## src/rtl/collision_pkg.sv

```systemverilog
// collision_pkg: shared FSM states, contact flag bit positions and map helpers
// for the tile collision engine.
package collision_pkg;

    typedef enum logic [2:0] {
        IDLE, LOAD, H_PROBE, H_DRAIN, V_PROBE, V_DRAIN, COMMIT, DONE
    } state_t;

    localparam int RIGHT = 0;
    localparam int LEFT  = 1;
    localparam int DOWN  = 2;
    localparam int UP    = 3;

    // Only bit 0 of a tile id carries solidity; zero means a wall.
    function automatic logic is_solid(input logic [31:0] tile);
        return !tile[0];
    endfunction

    function automatic int tile_addr(input int row, input int col, input int cols);
        return row * cols + col;
    endfunction

endpackage

```

## src/rtl/tile_probe.sv

```systemverilog
// tile_probe: walks one tile row or column span, one ROM address per cycle,
// tracks in-flight reads and accumulates a sticky solid hit.
module tile_probe
    import collision_pkg::*;
#(
    parameter int IDX_W    = 13,
    parameter int ADDR_W   = 13,
    parameter int DATA_W   = 5,
    parameter int MAP_COLS = 40,
    parameter int MAP_ROWS = 30,
    parameter int ROM_LAT  = 1
) (
    input  logic                    clk,
    input  logic                    rst_n,
    input  logic                    go,
    input  logic                    fix_row,
    input  logic signed [IDX_W-1:0] fixed,
    input  logic signed [IDX_W-1:0] first,
    input  logic signed [IDX_W-1:0] last,
    input  logic [DATA_W-1:0]       map_data,
    output logic [ADDR_W-1:0]       map_addr,
    output logic                    hit,
    output logic                    issuing,
    output logic                    probe_done
);

    logic signed [IDX_W-1:0] fix_q, cur, end_q, row, col;
    logic                    row_mode, in_map;
    // bit 0: address on the bus this cycle; bit ROM_LAT: its data is on map_data
    logic [ROM_LAT:0]        pend;

    always_comb begin
        row        = row_mode ? fix_q : cur;
        col        = row_mode ? cur : fix_q;
        in_map     = !row[IDX_W-1] && row < IDX_W'(MAP_ROWS) && !col[IDX_W-1] && col < IDX_W'(MAP_COLS);
        probe_done = !issuing && pend == '0;
    end

    always_ff @(posedge clk or negedge rst_n) begin
        if (!rst_n) begin
            issuing  <= 1'b0;
            row_mode <= 1'b0;
            fix_q    <= '0;
            cur      <= '0;
            end_q    <= '0;
            hit      <= 1'b0;
            pend     <= '0;
            map_addr <= '0;
        end else begin
            pend <= {pend[ROM_LAT-1:0], issuing && in_map};
            if (issuing && in_map)
                map_addr <= ADDR_W'(tile_addr(int'(row), int'(col), MAP_COLS));
            if (go) begin
                issuing  <= 1'b1;
                row_mode <= fix_row;
                fix_q    <= fixed;
                cur      <= first;
                end_q    <= last;
                hit      <= 1'b0;
            end else begin
                if (issuing) begin
                    cur     <= cur + IDX_W'(1);
                    issuing <= cur != end_q;
                end
                // off-map tiles are walls and never reach the ROM
                if ((issuing && !in_map) || (pend[ROM_LAT] && is_solid(32'(map_data))))
                    hit <= 1'b1;
            end
        end
    end

endmodule

```

## src/rtl/tile_collision_engine.sv

```systemverilog
// tile_collision_engine: per-frame resolver of object motion against the tile
// map, horizontal axis first, then vertical, for NUM_OBJ objects.
module tile_collision_engine
    import collision_pkg::*;
#(
    parameter int NUM_OBJ    = 2,
    parameter int POS_W      = 11,
    parameter int VEL_W      = 6,
    parameter int TILE_SHIFT = 4,
    parameter int OBJ_W      = 16,
    parameter int OBJ_H      = 16,
    parameter int MAP_COLS   = 40,
    parameter int MAP_ROWS   = 30,
    parameter int ADDR_W     = 13,
    parameter int DATA_W     = 5,
    parameter int ROM_LAT    = 1
) (
    input  logic                     clk,
    input  logic                     rst_n,
    input  logic                     start,
    input  logic [NUM_OBJ*POS_W-1:0] obj_x,
    input  logic [NUM_OBJ*POS_W-1:0] obj_y,
    input  logic [NUM_OBJ*VEL_W-1:0] obj_vx,
    input  logic [NUM_OBJ*VEL_W-1:0] obj_vy,
    output logic [ADDR_W-1:0]        map_addr,
    input  logic [DATA_W-1:0]        map_data,
    output logic                     busy,
    output logic                     done,
    output logic [NUM_OBJ*POS_W-1:0] x_out,
    output logic [NUM_OBJ*POS_W-1:0] y_out,
    output logic [NUM_OBJ*4-1:0]     flags
);

    localparam int SW = POS_W + 2;
    localparam int IW = NUM_OBJ > 1 ? $clog2(NUM_OBJ) : 1;

    state_t                   state, state_nx;
    logic [NUM_OBJ*POS_W-1:0] lx, ly, sx, sy;
    logic [NUM_OBJ*VEL_W-1:0] lvx, lvy;
    logic [NUM_OBJ*4-1:0]     sf;
    logic [IW-1:0]            idx;
    logic [1:0]               hflags;
    logic signed [SW-1:0]     cx, cy, vx, vy, xn, x_new, y_new, hcol, vrow, fixed, first, last;
    logic vx_pos, vx_neg, vy_pos, vy_neg, go_h, go_v, hit, issuing, probe_done, last_obj;

    always_comb begin
        cx     = SW'(lx[idx*POS_W +: POS_W]);
        cy     = SW'(ly[idx*POS_W +: POS_W]);
        vx     = SW'(signed'(lvx[idx*VEL_W +: VEL_W]));
        vy     = SW'(signed'(lvy[idx*VEL_W +: VEL_W]));
        vx_pos = !vx[SW-1] && vx != '0;
        vx_neg = vx[SW-1];
        vy_pos = !vy[SW-1] && vy != '0;
        vy_neg = vy[SW-1];
        hcol   = (vx_pos ? cx + SW'(OBJ_W - 1) + vx : cx + vx) >>> TILE_SHIFT;
        x_new  = !hit || !(vx_pos || vx_neg) ? cx + vx
               : vx_pos ? (hcol <<< TILE_SHIFT) - SW'(OBJ_W) : (hcol + SW'(1)) <<< TILE_SHIFT;
        // vy==0 still probes the row just below the feet for ground contact
        vrow   = (vy_pos ? cy + SW'(OBJ_H - 1) + vy : vy_neg ? cy + vy : cy + SW'(OBJ_H)) >>> TILE_SHIFT;
        y_new  = !hit || !(vy_pos || vy_neg) ? cy + vy
               : vy_pos ? (vrow <<< TILE_SHIFT) - SW'(OBJ_H) : (vrow + SW'(1)) <<< TILE_SHIFT;
        last_obj = idx == IW'(NUM_OBJ - 1);
    end

    always_ff @(posedge clk or negedge rst_n) begin
        if (!rst_n) state <= IDLE;
        else        state <= state_nx;
    end

    always_comb begin
        state_nx = state;
        case (state)
            IDLE:    state_nx = start ? LOAD : IDLE;
            LOAD:    state_nx = go_h ? H_PROBE : V_PROBE;
            H_PROBE: state_nx = issuing ? H_PROBE : H_DRAIN;
            H_DRAIN: state_nx = probe_done ? V_PROBE : H_DRAIN;
            V_PROBE: state_nx = issuing ? V_PROBE : V_DRAIN;
            V_DRAIN: state_nx = probe_done ? COMMIT : V_DRAIN;
            COMMIT:  state_nx = last_obj ? DONE : LOAD;
            default: state_nx = IDLE;
        endcase
    end

    // the vertical span is launched from x_new in the same cycle it becomes final
    always_comb begin
        busy  = state != IDLE;
        go_h  = state == LOAD && (vx_pos || vx_neg);
        go_v  = (state == LOAD && !(vx_pos || vx_neg)) || (state == H_DRAIN && probe_done);
        fixed = go_v ? vrow : hcol;
        first = go_v ? x_new >>> TILE_SHIFT : cy >>> TILE_SHIFT;
        last  = go_v ? (x_new + SW'(OBJ_W - 1)) >>> TILE_SHIFT : (cy + SW'(OBJ_H - 1)) >>> TILE_SHIFT;
    end

    always_ff @(posedge clk or negedge rst_n) begin
        if (!rst_n) begin
            lx     <= '0;
            ly     <= '0;
            lvx    <= '0;
            lvy    <= '0;
            sx     <= '0;
            sy     <= '0;
            sf     <= '0;
            idx    <= '0;
            xn     <= '0;
            hflags <= '0;
            done   <= 1'b0;
            x_out  <= '0;
            y_out  <= '0;
            flags  <= '0;
        end else begin
            if (state == IDLE && start) begin
                lx  <= obj_x;
                ly  <= obj_y;
                lvx <= obj_vx;
                lvy <= obj_vy;
                idx <= '0;
            end
            if (go_v) begin
                xn            <= x_new;
                hflags[RIGHT] <= vx_pos && hit;
                hflags[LEFT]  <= vx_neg && hit;
            end
            if (state == COMMIT) begin
                sx[idx*POS_W +: POS_W] <= xn[POS_W-1:0];
                sy[idx*POS_W +: POS_W] <= y_new[POS_W-1:0];
                sf[idx*4 + RIGHT]      <= hflags[RIGHT];
                sf[idx*4 + LEFT]       <= hflags[LEFT];
                sf[idx*4 + DOWN]       <= !vy_neg && hit;
                sf[idx*4 + UP]         <= vy_neg && hit;
                idx                    <= last_obj ? '0 : idx + 1'b1;
            end
            done <= state == DONE;
            if (state == DONE) begin
                x_out <= sx;
                y_out <= sy;
                flags <= sf;
            end
        end
    end

    tile_probe #(
        .IDX_W(SW), .ADDR_W(ADDR_W), .DATA_W(DATA_W),
        .MAP_COLS(MAP_COLS), .MAP_ROWS(MAP_ROWS), .ROM_LAT(ROM_LAT)
    ) u_probe (
        .clk(clk), .rst_n(rst_n), .go(go_h || go_v), .fix_row(go_v),
        .fixed(fixed), .first(first), .last(last), .map_data(map_data),
        .map_addr(map_addr), .hit(hit), .issuing(issuing), .probe_done(probe_done)
    );

endmodule

```

## config.mk

```make
export PLATFORM = sky130hd
export DESIGN_NAME = tile_collision_engine
export DESIGN_NICKNAME = d
export VERILOG_FILES = /design/src/rtl/collision_pkg.sv /design/src/rtl/tile_probe.sv /design/src/rtl/tile_collision_engine.sv
export SDC_FILE = /design/constraint.sdc
export NUM_CORES = 1
export LEC_CHECK = 0
export CAP_MARGIN = 20
export CELL_PAD_IN_SITES_DETAIL_PLACEMENT = 0
export CELL_PAD_IN_SITES_GLOBAL_PLACEMENT = 1
export CORE_ASPECT_RATIO = 2
export CORE_MARGIN = 8
export CORE_UTILIZATION = 43
export CTS_BUF_LIST = sky130_fd_sc_hd__clkbuf_8
export DETAILED_ROUTE_END_ITERATION = 6
export PLACE_DENSITY_LB_ADDON = 0.1
export RECOVER_POWER = 100
export REMOVE_ABC_BUFFERS = 1
export SYNTH_ARGS = -nofsm -noshare
export SYNTH_HDL_FRONTEND = slang
export SYNTH_HIERARCHICAL = 1
export SYNTH_SLANG_ARGS = --single-unit
```

## constraint.sdc

```tcl
create_clock -name clk -period 6 [get_ports clk]
set_input_delay 1.8 -clock clk [delete_from_list [all_inputs] [get_ports clk]]
set_output_delay 1.8 -clock clk [all_outputs]
set_load 0.02 [all_outputs]
```

Yosys cells after proc, flatten, opt, wreduce, memory -nomap -nowiden
Index checks and enable logic that the tools add are counted.

Add/sub/neg operators: 19. Multiply operators: 3. $lt $le $gt $ge: 10. Eq/ne operators: 8. Shift-type cells: 7. Mux-type cells: 43. Reduce and logical (&&, ||, !) cells: 46.

Operator list (count): 13-bit two-way mux (12); 11-bit by 34-bit variable part select with 22-bit output (2); 22-bit bitwise mux (2); 22-bit by 6-bit variable part select with 11-bit output (2); 5-bit negator with 34-bit output (1); 11-bit by 34-bit variable shift with 22-bit output, first input constant (1); 8-bit bitwise mux (4); 12-bit by 6-bit adder with 13-bit output (2); 13-bit by 6-bit adder with 13-bit output (2); 13-bit nonzero test (2); 11-bit by 4-bit adder with 12-bit output, second input constant (2); 12-bit by 5-bit variable part select with 6-bit output (2); 11-bit two-way mux (2); 1-bit logical AND (21); 3-bit one-hot mux with 7 select lines (1); 1-bit two-way mux (14); 13-bit adder (1); 13-bit by 2-bit adder with 13-bit output, second input constant (1); 13-bit by 5-bit adder with 13-bit output, second input constant (1); 13-bit by 6-bit less-than comparator with 1-bit output, second input constant (1); 13-bit by 7-bit less-than comparator with 1-bit output, second input constant (1); 13-bit by 4-bit multiplier with 10-bit output, second input constant (1); 13-bit inequality test (1); 13-bit by 6-bit subtractor with 13-bit output, second input constant (1); 26 further kinds (56).

Flip-flop bits (word level): 247.

Logic depth before layout (Yosys ltp)
Word-level depth: 10. Depth in mapped cells: 26. Mapped depth without buffers: 23.

Hierarchy
The synthesis kept the hierarchy.

By module, submodules not included: tile_collision_engine (instances 1, cells each 1116, area each 11342.1 um^2); tile_probe (instances 1, cells each 319, area each 3572.2 um^2).

Worst setup path before layout
No wires, ideal clock.

Path kind: register -> register. Start: register idx. End: register u_probe.end_q[12]. Arrival time: 5.841 ns. Required time: 5.875 ns. Setup slack: 0.035 ns. Stages on the path, launching flop included: 27. Path buffers: 5. Period minus slack after synthesis: 5.965 ns. Cell sequence: dfrtp_1 > buf_6 > buf_4 > buf_2 > buf_1 > buf_1 > mux2i_1 > inv_1 > ha_1 > a21oi_1 > o2111ai_1 > a21o_1 > xor2_1 > nand2_1 > o21ai_0 > ha_1 > nor2b_1 > o21ai_0 > a21boi_0 > o22ai_1 > a211o_1 > a221o_1 > a221o_1 > o221ai_1 > nor2_1 > mux2_4 > mux2_2.

Word-level cells in the longest chain between the ends: 10.

Ends and longest elaborated chain: from (decl) (line tile_collision_engine.sv:41) `logic [IW-1:0] idx;`; from (signal assigned) (line tile_collision_engine.sv:130) `idx <= last_obj ? '0 : idx + 1'b1;`; 1-bit by 4-bit multiplier with 5-bit output / 1-bit by 2-bit multiplier with 3-bit output (equally long branches) (line tile_collision_engine.sv:47, tile_collision_engine.sv:49); 22-bit by 6-bit variable part select with 11-bit output / 12-bit by 5-bit variable part select with 6-bit output (equally long branches) (line tile_collision_engine.sv:47, tile_collision_engine.sv:49); 11-bit by 4-bit adder with 12-bit output (tied with other cells) (line tile_collision_engine.sv:55) `hcol = (vx_pos ? cx + SW'(OBJ_W - 1) + vx : cx + vx) >>> TILE_SHIFT;`; 13-bit by 6-bit adder with 13-bit output / 1-bit logical AND (equally long branches) (line tile_collision_engine.sv:55, tile_collision_engine.sv:51); 13-bit two-way mux / 1-bit logical OR (equally long branches); 13-bit by 6-bit subtractor with 13-bit output (tied with other cells) (line tile_collision_engine.sv:57) `: vx_pos ? (hcol <<< TILE_SHIFT) - SW'(OBJ_W) : (hcol + SW'(1)) <<< TILE_SHIFT;`; 13-bit two-way mux / 1-bit logical OR (equally long branches) (line tile_collision_engine.sv:57, tile_collision_engine.sv:56); 13-bit two-way mux (line tile_collision_engine.sv:56) `x_new = !hit || !(vx_pos || vx_neg) ? cx + vx`; 13-bit by 5-bit adder with 13-bit output (line tile_collision_engine.sv:91) `last = go_v ? (x_new + SW'(OBJ_W - 1)) >>> TILE_SHIFT : (cy + SW'(OBJ_H - 1)) >>> TILE_SHIFT;`; 13-bit two-way mux (line tile_collision_engine.sv:91); to (signal assigned) (line tile_probe.sv:58) `end_q <= last;`; to (decl) (line tile_probe.sv:27) `logic signed [IDX_W-1:0] fix_q, cur, end_q, row, col;`.

Parallel ways exist; a longest one is shown, timed or not. A chain may end at the register's enable or synchronous reset.

Worst setup path after layout
Start: register idx. End: register u_probe.end_q[11].

Same word-level chain as after synthesis.

==> metrics <==
Final Worst Setup Slack=0.413 ns; worst-path maximum fanout=6; Hold Buf Count CTS=0; initial antenna violation count=1; Vias=between 10,000 and 15,000; initial DRC count=approximately 450; RSZ-0062 raised after global routing=false; Clock Latency Late Sink=approximately 0.57 ns; WP data arrival=~6 ns; die footprint=roughly 41,000 sq um; Initial Util=43.6%; CTS sink count=around 250; Root Driver=clkbuf_8; post-synthesis cell area=14,900 sq um; Global Route Usage Sum=between 10% and 20%; Antenna Nets Post-Route=0; Port Buffer Count=~140; EDFF count, synth=0; final setup violating endpoints=0; Die Y=between 200 and 300 um; FF/Latch Area=roughly 6000 sq um; DP Wirelength=around 29,000 um; Primary FF master, synth=dfrtp_1; top-count cell post-synth=dfrtp_1; dpl ws=0.125 ns; CP Capture Type=flop; outcome=finished with violations; Syn. warnings=6; total gr overflow=0; fin crit share=around 93%; Max Slew Vio Count=between 300 and 400; cell count after synthesis=roughly 1,400; Vias/cell=~5.4; CTS H-tree lvls=2; post-layout minimum cycle time=roughly 5.6 ns; CTS tree=done; biggest area consumer among synthesized cells=dfrtp_1; largest cells by area after synthesis=dfrtp_1 (41%), mux2_2 (14%), ha_1 (7.1%), nand2_1 (4.5%), xnor2_1 (3.8%); drt pass-1 iters=4; Post-synth top cells=dfrtp_1 (247), mux2_2 (187), nand2_1 (180); largest net degree at the start of global routing=approximately 110; core area=roughly 34,000 sq um; fin nets=1,745; ys async rst share=100%; sequential fraction of the synthesis area=about two fifths; Placed Area=roughly 17,000 sq um; crit-path leading delay family=compound AO/OA/AOI/OAI gates; final hold violation count=0; row count=96; Area Overhead vs Synth=17.2%; Critical Path Source Type=flop; I/O pin count=143; WL final=~38,000 um; area of the multi-input gates=8150 sq um; HP Class=reg2reg; DR WL/cell=between 15 and 20 um; clock transition at the registers of the reported paths=approximately 0.06 ns; post-layout instance area=17,500 sq um; share of post-route cells with drive strength above 1=roughly 18%; critical-path cell list=clkbuf_2, mux2i_1, nand3_1, xor2_1, ha_1, nand3_1, o2111ai_2, a21o_1, xor2_1, nand2_1, o21ai_0, ha_1, nor2b_1, o21ai_0, a21boi_0, o22ai_1, a211o_1, a221o_1, a221o_1, o221ai_1, nor2_1, mux2_4, mux2_2; Slowest-stage cell, CP=dfrtp_2; FF+latch count, synth=approximately 250; fillers=around 3,300; Critical Path RT=approximately 6.5 ns; max_cap viols=6; measured slew at the worst slew-check pin=slightly below 3 ns; CP Buf/Inv Count=1; DR DRC count=0; Synth top area share=41.4%; Unique masters post-synth=89; Max Clock Freq=~180 MHz; clk buf depth=3; CP max stage delay=roughly 0.47 ns; synthesized area per cell=just over 10 sq um; clock skew=around 0.032 ns; Num CTS Buffers=40; Sum Neg Setup Slack=0 ns; vias in the first global route=11,800; die width=148 um; Crit Path Category=reg2reg; Slew headroom=-95.6%; failing checks=max-capacitance violations, max-slew violations; Final Wtd Congestion=0.859; first-pass GRT wire length=a little over 60,000 um
## worst register-to-register path: stages (launching register included)
cell       delay (ns)
dfrtp_2          0.47
clkbuf_2         0.20
mux2i_1          0.28
nand3_1          0.16
xor2_1           0.19
ha_1             0.33
nand3_1          0.13
o2111ai_2        0.19
a21o_1           0.26
xor2_1           0.15
nand2_1          0.07
o21ai_0          0.12
ha_1             0.40
nor2b_1          0.15
o21ai_0          0.12
a21boi_0         0.25
o22ai_1          0.12
a211o_1          0.30
a221o_1          0.38
a221o_1          0.30
o221ai_1         0.13
nor2_1           0.19
mux2_4           0.35
mux2_2           0.27
## cell families (layout without fill, tap and decap cells)
group | count (synthesis) | after routing | synth area share (%)
fa+ha+maj | 91 | 91 | 7.94
mux | 233 | 233 | 17.7
other cells | 0 | 1 | 0
buf+inv | 121 | 292 | 3.53
simple gates | 385 | 385 | 11.9
compound gates | 260 | 260 | 11.6
xor+xnor | 98 | 98 | 5.85
flops | 247 | 247 | 41.4
## state kept, by name, indices dropped and copies added (netlist names), 2 cells and up
signal	flops
flags	8
hflags	2
lvx	12
lvy	12
lx	22
ly	22
sf	8
state	3
sx	22
sy	22
u_probe/cur	13
u_probe/end_q	13
u_probe/fix_q	13
u_probe/map_addr	13
u_probe/pend	2
x_out	22
xn	11
y_out	22
## worst paths after layout
path	startpoint	endpoint	slack, ns	depth (start not counted)
worst max-delay path	idx	u_probe/end_q[11]	0.41	23
worst min-delay path	u_probe/pend[0]	u_probe/pend[1]	0.39	0
worst max register to register	idx	u_probe/end_q[11]	0.41	23
worst min register to register	u_probe/pend[0]	u_probe/pend[1]	0.39	0
max in group asynchronous	rst_n	x_out[19]	1.28	2
min in group asynchronous	rst_n	y_out[1]	2.05	1
## routing by layer
metal | global-route usage [%] | wire (um)
met5 | 0 | 0
met4 | 10.9 | 2200
met3 | 2.76 | 1270
met2 | 36.2 | 21000
met1 | 18.4 | 13800
## area by class of cell
class	count	area share, %
Tap cell	441	3.16
Timing Repair Buffer	166	8.86
Sequential cell	247	35.4
Multi-Input combinational cell	1067	46.6
Inverter	56	1.22
Clock buffer	48	3.78
Clock inverter	22	0.988
Antenna cell	1	0.0143
## stage by stage
step	instances	hold WS (ns)	utilization, %
2_1_floorplan	1370	0.355	-
3_3_place_gp	1972	0.361	48.9
3_5_place_dp	1972	0.382	48.9
4_1_cts	2042	0.397	51.4
5_1_grt	2048	0.400	51.1
6_report	2048	0.392	51.1
## placed cells by master, fill, tap and decap left out, types with 11 or more instances in the layout
cell,n
dfrtp_1,246
mux2_2,181
nand2_1,180
ha_1,85
o21ai_0,75
nor2_1,71
clkdlybuf4s50_1,69
dlygate4sd3_1,68
inv_1,67
xnor2_1,65
a21oi_1,59
clkbuf_8,48
mux2i_1,33
nand3_1,32
xor2_1,32
a21o_1,20
nor3_1,20
buf_4,16
mux2_1,13
nand4_1,13
o21bai_1,11
## repair_timing
| action | in CTS | in global routing |
|---|---|---|
| buffers inserted | 0 | 5 |
| resized for setup | 0 | 3 |
| endpoints found under the hold margin | 0 | 0 |
| setup endpoints to repair | 0 | 9 |
Power is not shown: default switching activity piles up to over one toggle a cycle in this logic, so the estimate is an artifact.
